<file path="src/rtl/mp3_key_conditioner.sv">
// Purpose : debounce the active-low player keys into clean active-high levels plus press/release/repeat strobes.
// Latency : level and press/release strobe change DEBOUNCE_CYCLES+2 edges after the first edge that samples a stable pin change.
// Backpr. : none; strobes are single-cycle and are not queued.
//
// Ports:
//   clk_clk        system clock (SoC clk_clk net)
//   reset_reset_n  asynchronous active-low reset
//   key_n          raw asynchronous key pins, 0 = pressed
//   keys_out       debounced level, 1 = pressed (drives keys_export)
//   press_pulse    one-cycle strobe on an accepted press
//   release_pulse  one-cycle strobe on an accepted release
//   repeat_pulse   one-cycle strobe after the hold time and every repeat interval after that

module mp3_key_conditioner #(
    parameter int unsigned NUM_KEYS        = 2,
    parameter int unsigned DEBOUNCE_CYCLES = 1000000,
    parameter int unsigned HOLD_CYCLES     = 50000000,
    parameter int unsigned REPEAT_CYCLES   = 10000000
) (
    input  logic                clk_clk,
    input  logic                reset_reset_n,
    input  logic [NUM_KEYS-1:0] key_n,
    output logic [NUM_KEYS-1:0] keys_out,
    output logic [NUM_KEYS-1:0] press_pulse,
    output logic [NUM_KEYS-1:0] release_pulse,
    output logic [NUM_KEYS-1:0] repeat_pulse
);

    // Counter only ever has to reach (largest interval - 1).
    localparam int unsigned MAX_A  = (DEBOUNCE_CYCLES > HOLD_CYCLES) ? DEBOUNCE_CYCLES : HOLD_CYCLES;
    localparam int unsigned MAX_C  = (MAX_A > REPEAT_CYCLES) ? MAX_A : REPEAT_CYCLES;
    localparam int unsigned CW     = (MAX_C > 2) ? $clog2(MAX_C) : 1;

    localparam logic [CW-1:0] DEB_LAST  = CW'(DEBOUNCE_CYCLES - 1);
    localparam logic [CW-1:0] HOLD_LAST = CW'(HOLD_CYCLES - 1);
    localparam logic [CW-1:0] REP_LAST  = CW'(REPEAT_CYCLES - 1);

    typedef enum logic [2:0] {
        ST_IDLE      = 3'd0,
        ST_ARMING    = 3'd1,
        ST_DOWN      = 3'd2,
        ST_REPEAT    = 3'd3,
        ST_DISARMING = 3'd4
    } state_t;

    for (genvar i = 0; i < NUM_KEYS; i++) begin : g_key

        logic          sync_1;
        logic          sync_2;
        logic          s;
        state_t        state_q;
        state_t        state_d;
        logic [CW-1:0] cnt_q;
        logic [CW-1:0] cnt_d;
        logic          level_q;
        logic          level_d;
        logic          press_q;
        logic          press_d;
        logic          release_q;
        logic          release_d;
        logic          repeat_q;
        logic          repeat_d;

        // Two-flop synchronizer; reset value 1 means "released" so a key
        // held through reset is seen as a fresh press afterwards.
        always_ff @(posedge clk_clk or negedge reset_reset_n) begin
            if (!reset_reset_n) begin
                sync_1 <= 1'b1;
                sync_2 <= 1'b1;
            end else begin
                sync_1 <= key_n[i];
                sync_2 <= sync_1;
            end
        end

        assign s = ~sync_2;

        always_ff @(posedge clk_clk or negedge reset_reset_n) begin
            if (!reset_reset_n) begin
                state_q   <= ST_IDLE;
                cnt_q     <= '0;
                level_q   <= 1'b0;
                press_q   <= 1'b0;
                release_q <= 1'b0;
                repeat_q  <= 1'b0;
            end else begin
                state_q   <= state_d;
                cnt_q     <= cnt_d;
                level_q   <= level_d;
                press_q   <= press_d;
                release_q <= release_d;
                repeat_q  <= repeat_d;
            end
        end

        // Next state, counter and next registered outputs. Any transition
        // (including the REPEAT self-loop on a repeat strobe) clears the
        // counter; otherwise it counts in every state except IDLE.
        always_comb begin
            state_d   = state_q;
            cnt_d     = cnt_q;
            press_d   = 1'b0;
            release_d = 1'b0;
            repeat_d  = 1'b0;

            case (state_q)
                ST_IDLE: begin
                    cnt_d = '0;
                    if (s) begin
                        state_d = ST_ARMING;
                    end
                end
                ST_ARMING: begin
                    if (!s) begin
                        state_d = ST_IDLE;
                        cnt_d   = '0;
                    end else if (cnt_q == DEB_LAST) begin
                        state_d = ST_DOWN;
                        cnt_d   = '0;
                        press_d = 1'b1;
                    end else begin
                        cnt_d = cnt_q + 1'b1;
                    end
                end
                ST_DOWN: begin
                    if (!s) begin
                        state_d = ST_DISARMING;
                        cnt_d   = '0;
                    end else if (cnt_q == HOLD_LAST) begin
                        state_d  = ST_REPEAT;
                        cnt_d    = '0;
                        repeat_d = 1'b1;
                    end else begin
                        cnt_d = cnt_q + 1'b1;
                    end
                end
                ST_REPEAT: begin
                    if (!s) begin
                        state_d = ST_DISARMING;
                        cnt_d   = '0;
                    end else if (cnt_q == REP_LAST) begin
                        cnt_d    = '0;
                        repeat_d = 1'b1;
                    end else begin
                        cnt_d = cnt_q + 1'b1;
                    end
                end
                ST_DISARMING: begin
                    // A release glitch returns to DOWN, which restarts the
                    // hold timer rather than resuming the repeat cadence.
                    if (s) begin
                        state_d = ST_DOWN;
                        cnt_d   = '0;
                    end else if (cnt_q == DEB_LAST) begin
                        state_d   = ST_IDLE;
                        cnt_d     = '0;
                        release_d = 1'b1;
                    end else begin
                        cnt_d = cnt_q + 1'b1;
                    end
                end
                default: begin
                    state_d = ST_IDLE;
                    cnt_d   = '0;
                end
            endcase

            level_d = (state_d == ST_DOWN) || (state_d == ST_REPEAT) ||
                      (state_d == ST_DISARMING);
        end

        assign keys_out[i]      = level_q;
        assign press_pulse[i]   = press_q;
        assign release_pulse[i] = release_q;
        assign repeat_pulse[i]  = repeat_q;

    end : g_key

endmodule

</file>
<file path="config.mk">
export PLATFORM = sky130hd
export DESIGN_NAME = mp3_key_conditioner
export DESIGN_NICKNAME = d
export VERILOG_FILES = /design/src/rtl/mp3_key_conditioner.sv
export SDC_FILE = /design/constraint.sdc
export NUM_CORES = 1
export LEC_CHECK = 0
export BUFFER_PORTS_ARGS = -buffer_cell sky130_fd_sc_hd__buf_2
export CAP_MARGIN = 20
export CORE_MARGIN = 5
export CORE_UTILIZATION = 30
export DETAILED_ROUTE_END_ITERATION = 8
export PLACE_DENSITY = 0.43
export SLEW_MARGIN = 20
export SYNTH_ARGS = -nofsm -noshare
export SYNTH_HDL_FRONTEND = slang
export SYNTH_SLANG_ARGS = --single-unit
</file>
<file path="constraint.sdc">
create_clock -name clk_clk -period 3 [get_ports clk_clk]
set_input_delay 0.15 -clock clk_clk [delete_from_list [all_inputs] [get_ports clk_clk]]
set_output_delay 0.15 -clock clk_clk [all_outputs]
set_load 0.03 [all_outputs]
</file>
==> results of run 1 <==
==> where the power goes <==
| group | leakage (nW) | internal [mW] | switching [mW] |
|---|---|---|---|
| Sequential | 0.958 | 0.954 | 0.00884 |
| Clock | 0.128 | 0.570 | 0.370 |
| Combinational | 0.461 | 0.0157 | 0.0534 |
==> stage by stage <==
step	cell area, µm²	power (mW)	cells	util	hold WS (ns)
global placement	4040	1.05	544	0.317	0.259
detailed placement	4040	1.05	544	0.317	0.260
floorplan	3920	1.02	382	-	-0.146
global route	4320	2.05	560	0.339	0.0541
CTS	4320	2.01	560	0.339	0.00331
finish	4320	1.97	560	0.339	-0.0369
==> state kept, by name, summed over array words and instances, names as in the netlist <==
name / flops
g_key.sync_1: 2
g_key.cnt_q: 52
g_key.sync_2: 2
g_key.repeat_q: 2
g_key.state_q: 6
g_key.press_q: 2
g_key.level_q: 2
g_key.release_q: 2
==> kinds of logic after synthesis <==
group | Yosys count | synth area share
buffers and inverters | 37 | 0.0616
flip-flops | 70 | 0.448
AND/OR/NAND/NOR | 178 | 0.262
XOR/XNOR | 50 | 0.112
AO/OA/AOI/OAI | 45 | 0.111
adder cells (fa/ha/maj) | 2 | 0.00638
==> critical path: stages, from the launching register on <==
cell      delay [ns]
dfrtp_1         0.43
or4b_1          0.56
or4_1           0.51
o31ai_1         0.11
a21bo_1         0.16
buf_4           0.35
a211oi_1        0.13
==> cell usage in the layout (no fill, tap or decap), types with 7 or more instances in the layout <==
cell type,netlist,layout
a211oi_2,19,19
buf_2,2,10
buf_4,12,7
clkbuf_16,0,9
dfrtp_1,66,66
inv_1,10,10
nand2_1,14,14
nand3_1,20,20
nand4_1,18,18
nor2_1,24,24
nor3_1,43,43
nor4_1,10,10
xnor2_1,33,33
xor2_1,17,17
==> cells in the mapped netlist, types with 2 or more instances <==
| cell type | number |
|---|---|
| dfrtp_1 | 66 |
| nor3_1 | 43 |
| xnor2_1 | 33 |
| nor2_1 | 24 |
| nand3_1 | 20 |
| a211oi_2 | 19 |
| nand4_1 | 18 |
| xor2_1 | 17 |
| nand2_1 | 14 |
| buf_4 | 12 |
| inv_1 | 10 |
| nor4_1 | 10 |
| clkbuf_1 | 8 |
| a211oi_1 | 6 |
| and3_1 | 6 |
| and4_1 | 6 |
| or4_1 | 5 |
| a21oi_1 | 4 |
| dfstp_2 | 4 |
| and2_1 | 3 |
| buf_6 | 3 |
| nand2b_1 | 3 |
| nor2b_1 | 3 |
| o21ai_0 | 3 |
| a31oi_1 | 2 |
| buf_12 | 2 |
| buf_2 | 2 |
| ha_1 | 2 |
| nand4b_1 | 2 |
| nand4bb_1 | 2 |
| nor3b_1 | 2 |
| nor4b_1 | 2 |
| o21bai_1 | 2 |
| or2_2 | 2 |
| or4_4 | 2 |
==> per-layer routing <==
layer,routed length [µm],share of wire
met1,4450,0.52
met4,145,0.017
met3,329,0.039
met5,0,0
met2,3600,0.42
==> worst max-delay path by stage <==
stage / start / to / slack [ns] / depth (start not counted)
floorplan: g_key[0].cnt_q[10] / g_key[0].cnt_q[15] / 0.90 / 7
CTS: g_key[0].cnt_q[10] / g_key[0].cnt_q[5] / 0.59 / 6
global placement: g_key[0].cnt_q[7] / g_key[0].cnt_q[6] / 0.62 / 6
global route: g_key[0].cnt_q[2] / g_key[0].cnt_q[22] / 0.44 / 6
detailed placement: g_key[0].cnt_q[10] / g_key[0].cnt_q[21] / 0.58 / 6
finish: g_key[0].cnt_q[10] / g_key[0].cnt_q[5] / 0.59 / 6
==> layout make-up <==
| type | instances | area share |
|---|---|---|
| Tap cell | 172 | 0.0499 |
| Sequential cell | 70 | 0.407 |
| Inverter | 10 | 0.00870 |
| Clock inverter | 2 | 0.00232 |
| Clock buffer | 12 | 0.0571 |
| Timing Repair Buffer | 19 | 0.0284 |
| Multi-Input combinational cell | 275 | 0.447 |
==> out/results.ini, run 1 <==
[run_status]
outcome = complete, but fails checks
violations = hold timing

[power_and_ir_drop]
p_leak_nw = 1.55
peakVddDrop_v = 0.000237
power.density_nw_per_um2 = 457

[timing]
min_period_ns = 2.41
rsz0062_at_grt = no
period_share = 0.804
setup_tns_ns = 0
hold_ws_ns = -0.0369
hold_viol = 66
fin_skew_ns = 0.00560
worst_pin_slew_ns = 0.903
fmax_ghz = 0.414
setup_viol = 0
maxSlewViolCount = 0
max_slew_margin = 0.398
setup_ws_ns = 0.587

[global_route]
grt_util_met2 = 0.160
grt_use_met1 = 0.180
grt_max_degree = 71
grt_pass1_wl_mm = 15.1
grtUsageTotal = 0.118
antenna_found_initial = 0
overflow = 0
grt_pass1_vias = 2783
grt_busiest_layer = met1
globalRouteMet3Util = 0.0232

[cells_and_area]
drive_gt1_frac = 0.165
syn_to_final_growth_pct = 10.1
seq_area_um2 = 1760
layout.nets = 391
diodes = 0
fillers = 1348
multi_input_area_um2 = 1930

[floorplanning]
die_x_um = 124
start_util = 0.308
die-area_um2 = 15500
io_pins = 12
coreArea_um2 = 12700
rows = 41
die_h_um = 124

[detailed_routing]
totalWireLength_mm = 8.53
drt_iter0_markers = 194
avgRoutedWirePerCell_um = 15.2
postRouteAntennaNets = 0
avgViaCountPerCell = 4.97
firstDrtPassIters = 4
vias = 2784
drc = 0

[cts]
clk_latency_ns = 0.33
clk_path_buf_depth = 2
cts_made_buffers = 9
hold_buffers = 2
root_buffer = clkbuf_16
htree_levels = 3
path_clk_slew_ns = 0.05
cts_resized = 0
cts_tree = built
clkSinkCount = 70
postCtsSetupRepairBufs = 0

[setup_path]
r2r-start = g_key[0].cnt_q[10]
worstSetupPathType = reg2reg
setup.worst_path.start_class = flop
reg2reg_depth = 6
worstPathRequired_ns = 3.18
end_kind = flop
critPathArrivalTime_ns = 2.60
ff2ff_setup_slack_ns = 0.59
r2r_end = g_key[0].cnt_q[5]
cp_max_fo = 26

[synth]
synth_nets = 388
synth.ff_latch_count = 70
async_flop_share = 1.00
ys.warnings.count = 0
synth_edf_count = 0
synth_cell_types = 55
synth_top_area_cell = dfrtp_1
syn_inst = 382
synth_top_area_frac = 0.421
synthTopCellsByArea = dfrtp_1 42%, xnor2_1 7.4%, a211oi_2 6.1%
synth_area_per_cell_um2 = 10.3
synthesis.area_um2 = 3920
synth_top_flop_cell = dfrtp_1
seq_area_frac_synth = 0.448

[place]
place.detailed.hpwl_mm = 5.55
gp_congestion = 0.788
dp_slack_ns = 0.576
port_buffers = 11

[worst_hold_path]
hp-class = in2async

[run]
maxCapViolations = 0

Note: power is estimated with default switching activity, not from simulation.
==> inputs of run 2 (changes only) <==
==> constraint.sdc (replaced) <==
create_clock -name clk_clk -period 2.5 [get_ports clk_clk]
set_input_delay 0.125 -clock clk_clk [delete_from_list [all_inputs] [get_ports clk_clk]]
set_output_delay 0.125 -clock clk_clk [all_outputs]
set_load 0.03 [all_outputs]
==> run 2 against run 1 <==
  * The flow now finishes without violations
  * Combinational power is 37% higher
  * Critical path type unchanged
  * Core utilization is 1.2 points higher
  * Clock-buffer cell count rose by 3
  * Worst setup slack lost 0.32 ns
  * Non-clock buffer count up 9
  * Global-route usage down 0.15 points
  * Via count is 3.3% higher
  * Final area up 3.5%
  * First-iteration DRC count up 8.2%
  * Clock skew rose by 0.0033 ns
  * Critical path depth is the same
==> out/results.ini, run 2 (synthesis gave the netlist of run 1 again) <==
[cells_and_area]
layout.nets = 400  ; was 391
seq_area_um2 = 1760  ; unchanged
final_cell_mix = 66 x dfrtp_1, 43 x nor3_1, 33 x xnor2_1  ; unchanged
largest_register_ffs = 52  ; unchanged
drive_gt1_frac = 0.180  ; was 0.165
largestRegisters = g_key.cnt_q x52, g_key.state_q x6  ; unchanged
largest-register = g_key.cnt_q  ; unchanged
multi_input_area_um2 = 1930  ; unchanged
fillers = 1314  ; was 1,348
syn_to_final_growth_pct = 13.8  ; was 10.1%
diodes = 0  ; unchanged
final_common_cell = dfrtp_1  ; unchanged

[setup_path]
r2r-start = g_key[0].cnt_q[8]  ; was g_key[0].cnt_q[10]
cp_max_fo = 26  ; unchanged
ff2ff_setup_slack_ns = 0.27  ; was 0.59 ns
r2r_end = g_key[0].cnt_q[5]  ; unchanged
reg2reg_depth = 6  ; unchanged
critPathArrivalTime_ns = 2.44  ; was 2.60 ns
end_kind = flop  ; unchanged
setup.worst_path.start_class = flop  ; unchanged
worstSetupPathType = reg2reg  ; unchanged
worstPathRequired_ns = 2.71  ; was 3.18 ns

[power_and_ir_drop]
p_sw_mw = 0.541  ; was 0.432 mW
p_leak_nw = 1.62  ; was 1.55 nW
swShare = 0.222  ; was 0.219
seq_power_share = 0.473  ; was 0.488
combPwrFrac = 0.039  ; was 0.035
pwr-share-clk = 0.488  ; was 0.477
peakVddDrop_v = 0.000272  ; was 0.000237 V
internal-power_mw = 1.90  ; was 1.54 mW
power.density_nw_per_um2 = 546  ; was 457 nW/µm²

[place]
dp_slack_ns = 0.270  ; was 0.576 ns
place.detailed.hpwl_mm = 5.68  ; was 5.55 mm
port_buffers = 11  ; unchanged
gp_congestion = 0.781  ; was 0.788

[timing]
period_share = 0.892  ; was 0.804
fmax_ghz = 0.448  ; was 0.414 GHz
setup_tns_ns = 0  ; unchanged
hold_viol = 0  ; was 66
max_slew_margin = 0.395  ; was 0.398
rsz0062_at_grt = no  ; unchanged
setup_ws_ns = 0.269  ; was 0.587 ns
min_period_ns = 2.23  ; was 2.41 ns
maxSlewViolCount = 0  ; unchanged
worst_pin_slew_ns = 0.908  ; was 0.903 ns
fin_skew_ns = 0.00894  ; was 0.00560 ns
setup_viol = 0  ; unchanged

[cts]
clk_latency_ns = 0.33  ; about the same
path_clk_slew_ns = 0.06  ; was 0.05 ns
hold_buffers = 3  ; was 2
clk_path_buf_depth = 2  ; unchanged
cts_made_buffers = 9  ; unchanged
cts_tree = built  ; unchanged
cts_resized = 0  ; unchanged
htree_levels = 3  ; unchanged
postCtsSetupRepairBufs = 0  ; unchanged
clkSinkCount = 70  ; unchanged
root_buffer = clkbuf_16  ; unchanged

[worst_hold_path]
holdCritStartpoint = g_key[1].sync_1
hp-class = reg2reg  ; was in2async
hold_path_end = g_key[1].sync_2
whs_path_depth = 0

[detailed_routing]
firstDrtPassIters = 4  ; unchanged
drt_iter0_markers = 210  ; was 194
avgRoutedWirePerCell_um = 15.2  ; about the same
postRouteAntennaNets = 0  ; unchanged
totalWireLength_mm = 8.69  ; was 8.53 mm
vias = 2875  ; was 2,784
drc = 0  ; unchanged
avgViaCountPerCell = 5.04  ; was 4.97

[global_route]
grt_max_degree = 71  ; unchanged
overflow = 0  ; unchanged
grt_pass1_vias = 2799  ; was 2,783
grtUsageTotal = 0.117  ; was 0.118
grt_pass1_wl_mm = 14.8  ; was 15.1 mm
antenna_found_initial = 0  ; unchanged

[run]
maxCapViolations = 0  ; unchanged

[run_status]
outcome = complete, no violations  ; was complete, but fails checks

[floorplanning]
die_h_um = 124  ; unchanged
die-area_um2 = 15500  ; unchanged
rows = 41  ; unchanged
start_util = 0.308  ; unchanged
coreArea_um2 = 12700  ; unchanged
io_pins = 12  ; unchanged
die_x_um = 124  ; unchanged

## run 2: per-layer routing
layer	wire [µm]	track usage
met1	4500	0.174
met2	3620	0.160
met3	421	0.0313
met4	149	0.0445
met5	0	0
## run 2: worst max-delay path: stages, from the launching register on
cell and delay [ns]:
dfrtp_1 0.43, or4b_1 0.54, or4_1 0.51, o31ai_1 0.11
a21bo_1 0.20, buf_12 0.20, a211oi_1 0.10
## run 2: stage by stage
stage | power (mW) | utilization | hold WS, ns | cell area (µm²) | std cells
detailed placement | 1.27 | 0.327 | 0.231 | 4160 | 552
floorplan | 1.22 | - | -0.171 | 3920 | 382
finish | 2.44 | 0.351 | 0.358 | 4460 | 571
global route | 2.54 | 0.351 | 0.361 | 4460 | 571
global placement | 1.27 | 0.327 | 0.233 | 4160 | 552
CTS | 2.48 | 0.351 | 0.360 | 4460 | 571
## run 2: how the worst max path moves through the flow
stage                         endpoint          startpoint  slack, ns  cells after the start
global route         g_key[1].cnt_q[9]  g_key[1].cnt_q[13]       0.16                      6
CTS                 g_key[0].cnt_q[23]   g_key[0].cnt_q[8]       0.27                      6
global placement    g_key[0].cnt_q[22]   g_key[0].cnt_q[8]       0.31                      6
floorplan           g_key[0].cnt_q[15]  g_key[0].cnt_q[10]       0.40                      7
detailed placement  g_key[0].cnt_q[23]   g_key[0].cnt_q[8]       0.27                      6
finish               g_key[0].cnt_q[5]   g_key[0].cnt_q[8]       0.27                      6
## run 2: cell type report
class,count,area share
Tap cell,172,0.0482
Clock inverter,1,0.00112
Sequential cell,70,0.393
Clock buffer,15,0.0600
Multi-Input combinational cell,275,0.432
Inverter,10,0.00841
Timing Repair Buffer,28,0.0572
## run 2: power groups by stage
stage / Combinational [mW] / Clock (mW) / Sequential, mW
finish: 0.0946 / 1.19 / 1.15
detailed placement: 0.0957 / 0 / 1.17
floorplan: 0.0506 / 0 / 1.17
CTS: 0.0996 / 1.23 / 1.15
global route: 0.108 / 1.28 / 1.16
global placement: 0.0957 / 0 / 1.17
==> inputs of run 3 (changes only) <==
--- a/config.mk
+++ b/config.mk
@@ -6,11 +6,11 @@
 export NUM_CORES = 1
 export LEC_CHECK = 0
 export BUFFER_PORTS_ARGS = -buffer_cell sky130_fd_sc_hd__buf_2
-export CAP_MARGIN = 20
 export CORE_MARGIN = 5
 export CORE_UTILIZATION = 30
 export DETAILED_ROUTE_END_ITERATION = 8
 export PLACE_DENSITY = 0.43
+export REMOVE_ABC_BUFFERS = 1
 export SLEW_MARGIN = 20
 export SYNTH_ARGS = -nofsm -noshare
 export SYNTH_HDL_FRONTEND = slang
==> run 3 against run 2 <==
  * Total power rose by 7.5%
  * Clock skew decreased by 0.0011 ns
  * Critical path depth is the same
  * Final area up 1.3%
  * Largest cell class unchanged
  * First-iteration DRC count up 35%
  * Sequential power hardly changed
  * Hold slack lost 0.0042 ns
  * Maximum frequency down 3.5%
==> out/results.ini, run 3 (synthesis gave the netlist of run 1 again) <==
[detailed_routing]
firstDrtPassIters = 4  ; unchanged
drt_iter0_markers = 283  ; was 210
postRouteAntennaNets = 0  ; unchanged
totalWireLength_mm = 8.69  ; about the same
avgViaCountPerCell = 5.03  ; was 5.04
drc = 0  ; unchanged
avgRoutedWirePerCell_um = 15.2  ; about the same
vias = 2871  ; was 2,875

[timing]
fmax_ghz = 0.433  ; was 0.448 GHz
fin_skew_ns = 0.00789  ; was 0.00894 ns
hold_viol = 0  ; unchanged
setup_tns_ns = 0  ; unchanged
min_period_ns = 2.31  ; was 2.23 ns
period_share = 0.924  ; was 0.892
maxSlewViolCount = 0  ; unchanged
setup_viol = 0  ; unchanged
max_slew_margin = 0.397  ; was 0.395
worst_pin_slew_ns = 0.905  ; was 0.908 ns
rsz0062_at_grt = no  ; unchanged

[run]
maxCapViolations = 0  ; unchanged

[setup_path]
r2r_end = g_key[0].cnt_q[5]  ; unchanged
setup.worst_path.start_class = flop  ; unchanged
cp_slowest_cell = or4_4  ; was or4b_1
end_kind = flop  ; unchanged
path_delay_family = simple AND/OR/NAND/NOR gates  ; unchanged
reg2reg_depth = 6  ; unchanged
cp-startpoint = g_key[0].cnt_q[7]  ; was g_key[0].cnt_q[8]
critPathArrivalTime_ns = 2.52  ; was 2.44 ns
cp_max_fo = 16  ; was 26
ff2ff_setup_slack_ns = 0.19  ; was 0.27 ns
r2r-start = g_key[0].cnt_q[7]  ; was g_key[0].cnt_q[8]
worstPathRequired_ns = 2.71  ; about the same
critPathMaxStageDelay_ns = 0.50  ; was 0.54 ns
critPathBufInv = 1  ; unchanged
path_cells = or2_2 > or4_4 > nor3_2 > o21bai_2 > buf_12 > a211oi_1  ; was or4b_1 > or4_1 > o31ai_1 > a21bo_1 > buf_12 > a211oi_1
worstSetupPathType = reg2reg  ; unchanged

[global_route]
grtUsageTotal = 0.120  ; was 0.117
grt_max_degree = 71  ; unchanged
antenna_found_initial = 0  ; unchanged
overflow = 0  ; unchanged
grt_pass1_vias = 2868  ; was 2,799
grt_pass1_wl_mm = 15.3  ; was 14.8 mm

[floorplanning]
start_util = 0.308  ; unchanged
coreArea_um2 = 12700  ; unchanged
die_x_um = 124  ; unchanged
die_h_um = 124  ; unchanged
die-area_um2 = 15500  ; unchanged
io_pins = 12  ; unchanged
rows = 41  ; unchanged

[cts]
cts_tree = built  ; unchanged
root_buffer = clkbuf_16  ; unchanged
cts_resized = 0  ; unchanged
clk_path_buf_depth = 2  ; unchanged
postCtsSetupRepairBufs = 0  ; unchanged
htree_levels = 3  ; unchanged
clk_latency_ns = 0.33  ; about the same
cts_made_buffers = 9  ; unchanged
path_clk_slew_ns = 0.05  ; was 0.06 ns
clkSinkCount = 70  ; unchanged

[worst_hold_path]
holdCritStartpoint = g_key[1].sync_1  ; unchanged
whs_path_depth = 0  ; unchanged
hold_path_end = g_key[1].sync_2  ; unchanged
hp-class = reg2reg  ; unchanged

[cells_and_area]
seq_area_um2 = 1760  ; unchanged
syn_to_final_growth_pct = 15.3  ; was 13.8%
final_cells = 571  ; unchanged
multi_input_area_um2 = 1930  ; unchanged
largest-register = g_key.cnt_q  ; unchanged
design_area_um2 = 4520  ; was 4460 µm²
final_cell_mix = 66 x dfrtp_1, 43 x nor3_1, 33 x xnor2_1  ; unchanged
layout.nets = 400  ; unchanged
fillers = 1292  ; was 1,314
post-route-util = 0.355  ; was 0.351
drive_gt1_frac = 0.185  ; was 0.180
largest_register_ffs = 52  ; unchanged
diodes = 0  ; unchanged
largestRegisters = g_key.cnt_q x52, g_key.state_q x6  ; unchanged
final_common_cell = dfrtp_1  ; unchanged

[place]
dp.cells = 552  ; unchanged
gp_congestion = 0.747  ; was 0.781
port_buffers = 11  ; unchanged
place.detailed.hpwl_mm = 5.79  ; was 5.68 mm
place_area_um2 = 4170  ; was 4160 µm²

[power_and_ir_drop]
peakVddDrop_v = 0.000301  ; was 0.000272 V
power.density_nw_per_um2 = 580  ; was 546 nW/µm²
swShare = 0.210  ; was 0.222
p_leak_nw = 1.65  ; was 1.62 nW
p_total_mw = 2.62  ; was 2.44 mW
combPwrFrac = 0.036  ; was 0.039
p_sw_mw = 0.551  ; was 0.541 mW
pwr-share-clk = 0.524  ; was 0.488
internal-power_mw = 2.07  ; was 1.90 mW
seq_power_share = 0.440  ; was 0.473

[run_status]
outcome = complete, no violations  ; unchanged

==> run 3: worst max path at each step <==
stage	slack (ns)	endpoint	cells past startpoint
global placement	0.22	g_key[0].cnt_q[6]	6
global route	0.08	g_key[0].cnt_q[5]	6
CTS	0.18	g_key[0].cnt_q[5]	6
floorplan	-0.15	g_key[0].cnt_q[21]	5
detailed placement	0.17	g_key[0].cnt_q[5]	6
finish	0.19	g_key[0].cnt_q[5]	6
==> run 3: final cells by class <==
class,instances,area share
Clock inverter,4,0.0155
Multi-Input combinational cell,275,0.426
Clock buffer,12,0.0545
Tap cell,172,0.0476
Timing Repair Buffer,28,0.0592
Inverter,10,0.00830
Sequential cell,70,0.389
==> run 3: per-layer routing <==
layer  global-route usage  up-vias  share of wire
met5                    0        -              0
met4               0.0426        0          0.014
met3               0.0292       12          0.037
met2                0.166       37           0.43
met1                0.182     1407           0.52
li1                     -     1415              -
==> run 3: what timing repair did <==
action / in CTS / in global routing
endpoints found under the hold margin: 68 / 0
setup endpoints to repair: 0 / 0
hold buffers: 3 / 0
==> run 3: through the flow <==
step	setup WS, ns	hold WS (ns)
finish	0.189	0.354
global placement	0.225	0.232
CTS	0.175	0.356
global route	0.0753	0.359
detailed placement	0.171	0.234
floorplan	-0.152	-0.171
==> run 3: power groups by stage <==
stage	Clock, mW	Sequential [mW]	Combinational (mW)
after detailed placement	0	1.17	0.0936
final	1.37	1.15	0.0942
after global placement	0	1.17	0.0938
after floorplan	0	1.17	0.0375
after CTS	1.41	1.15	0.0976
after global routing	1.45	1.16	0.107
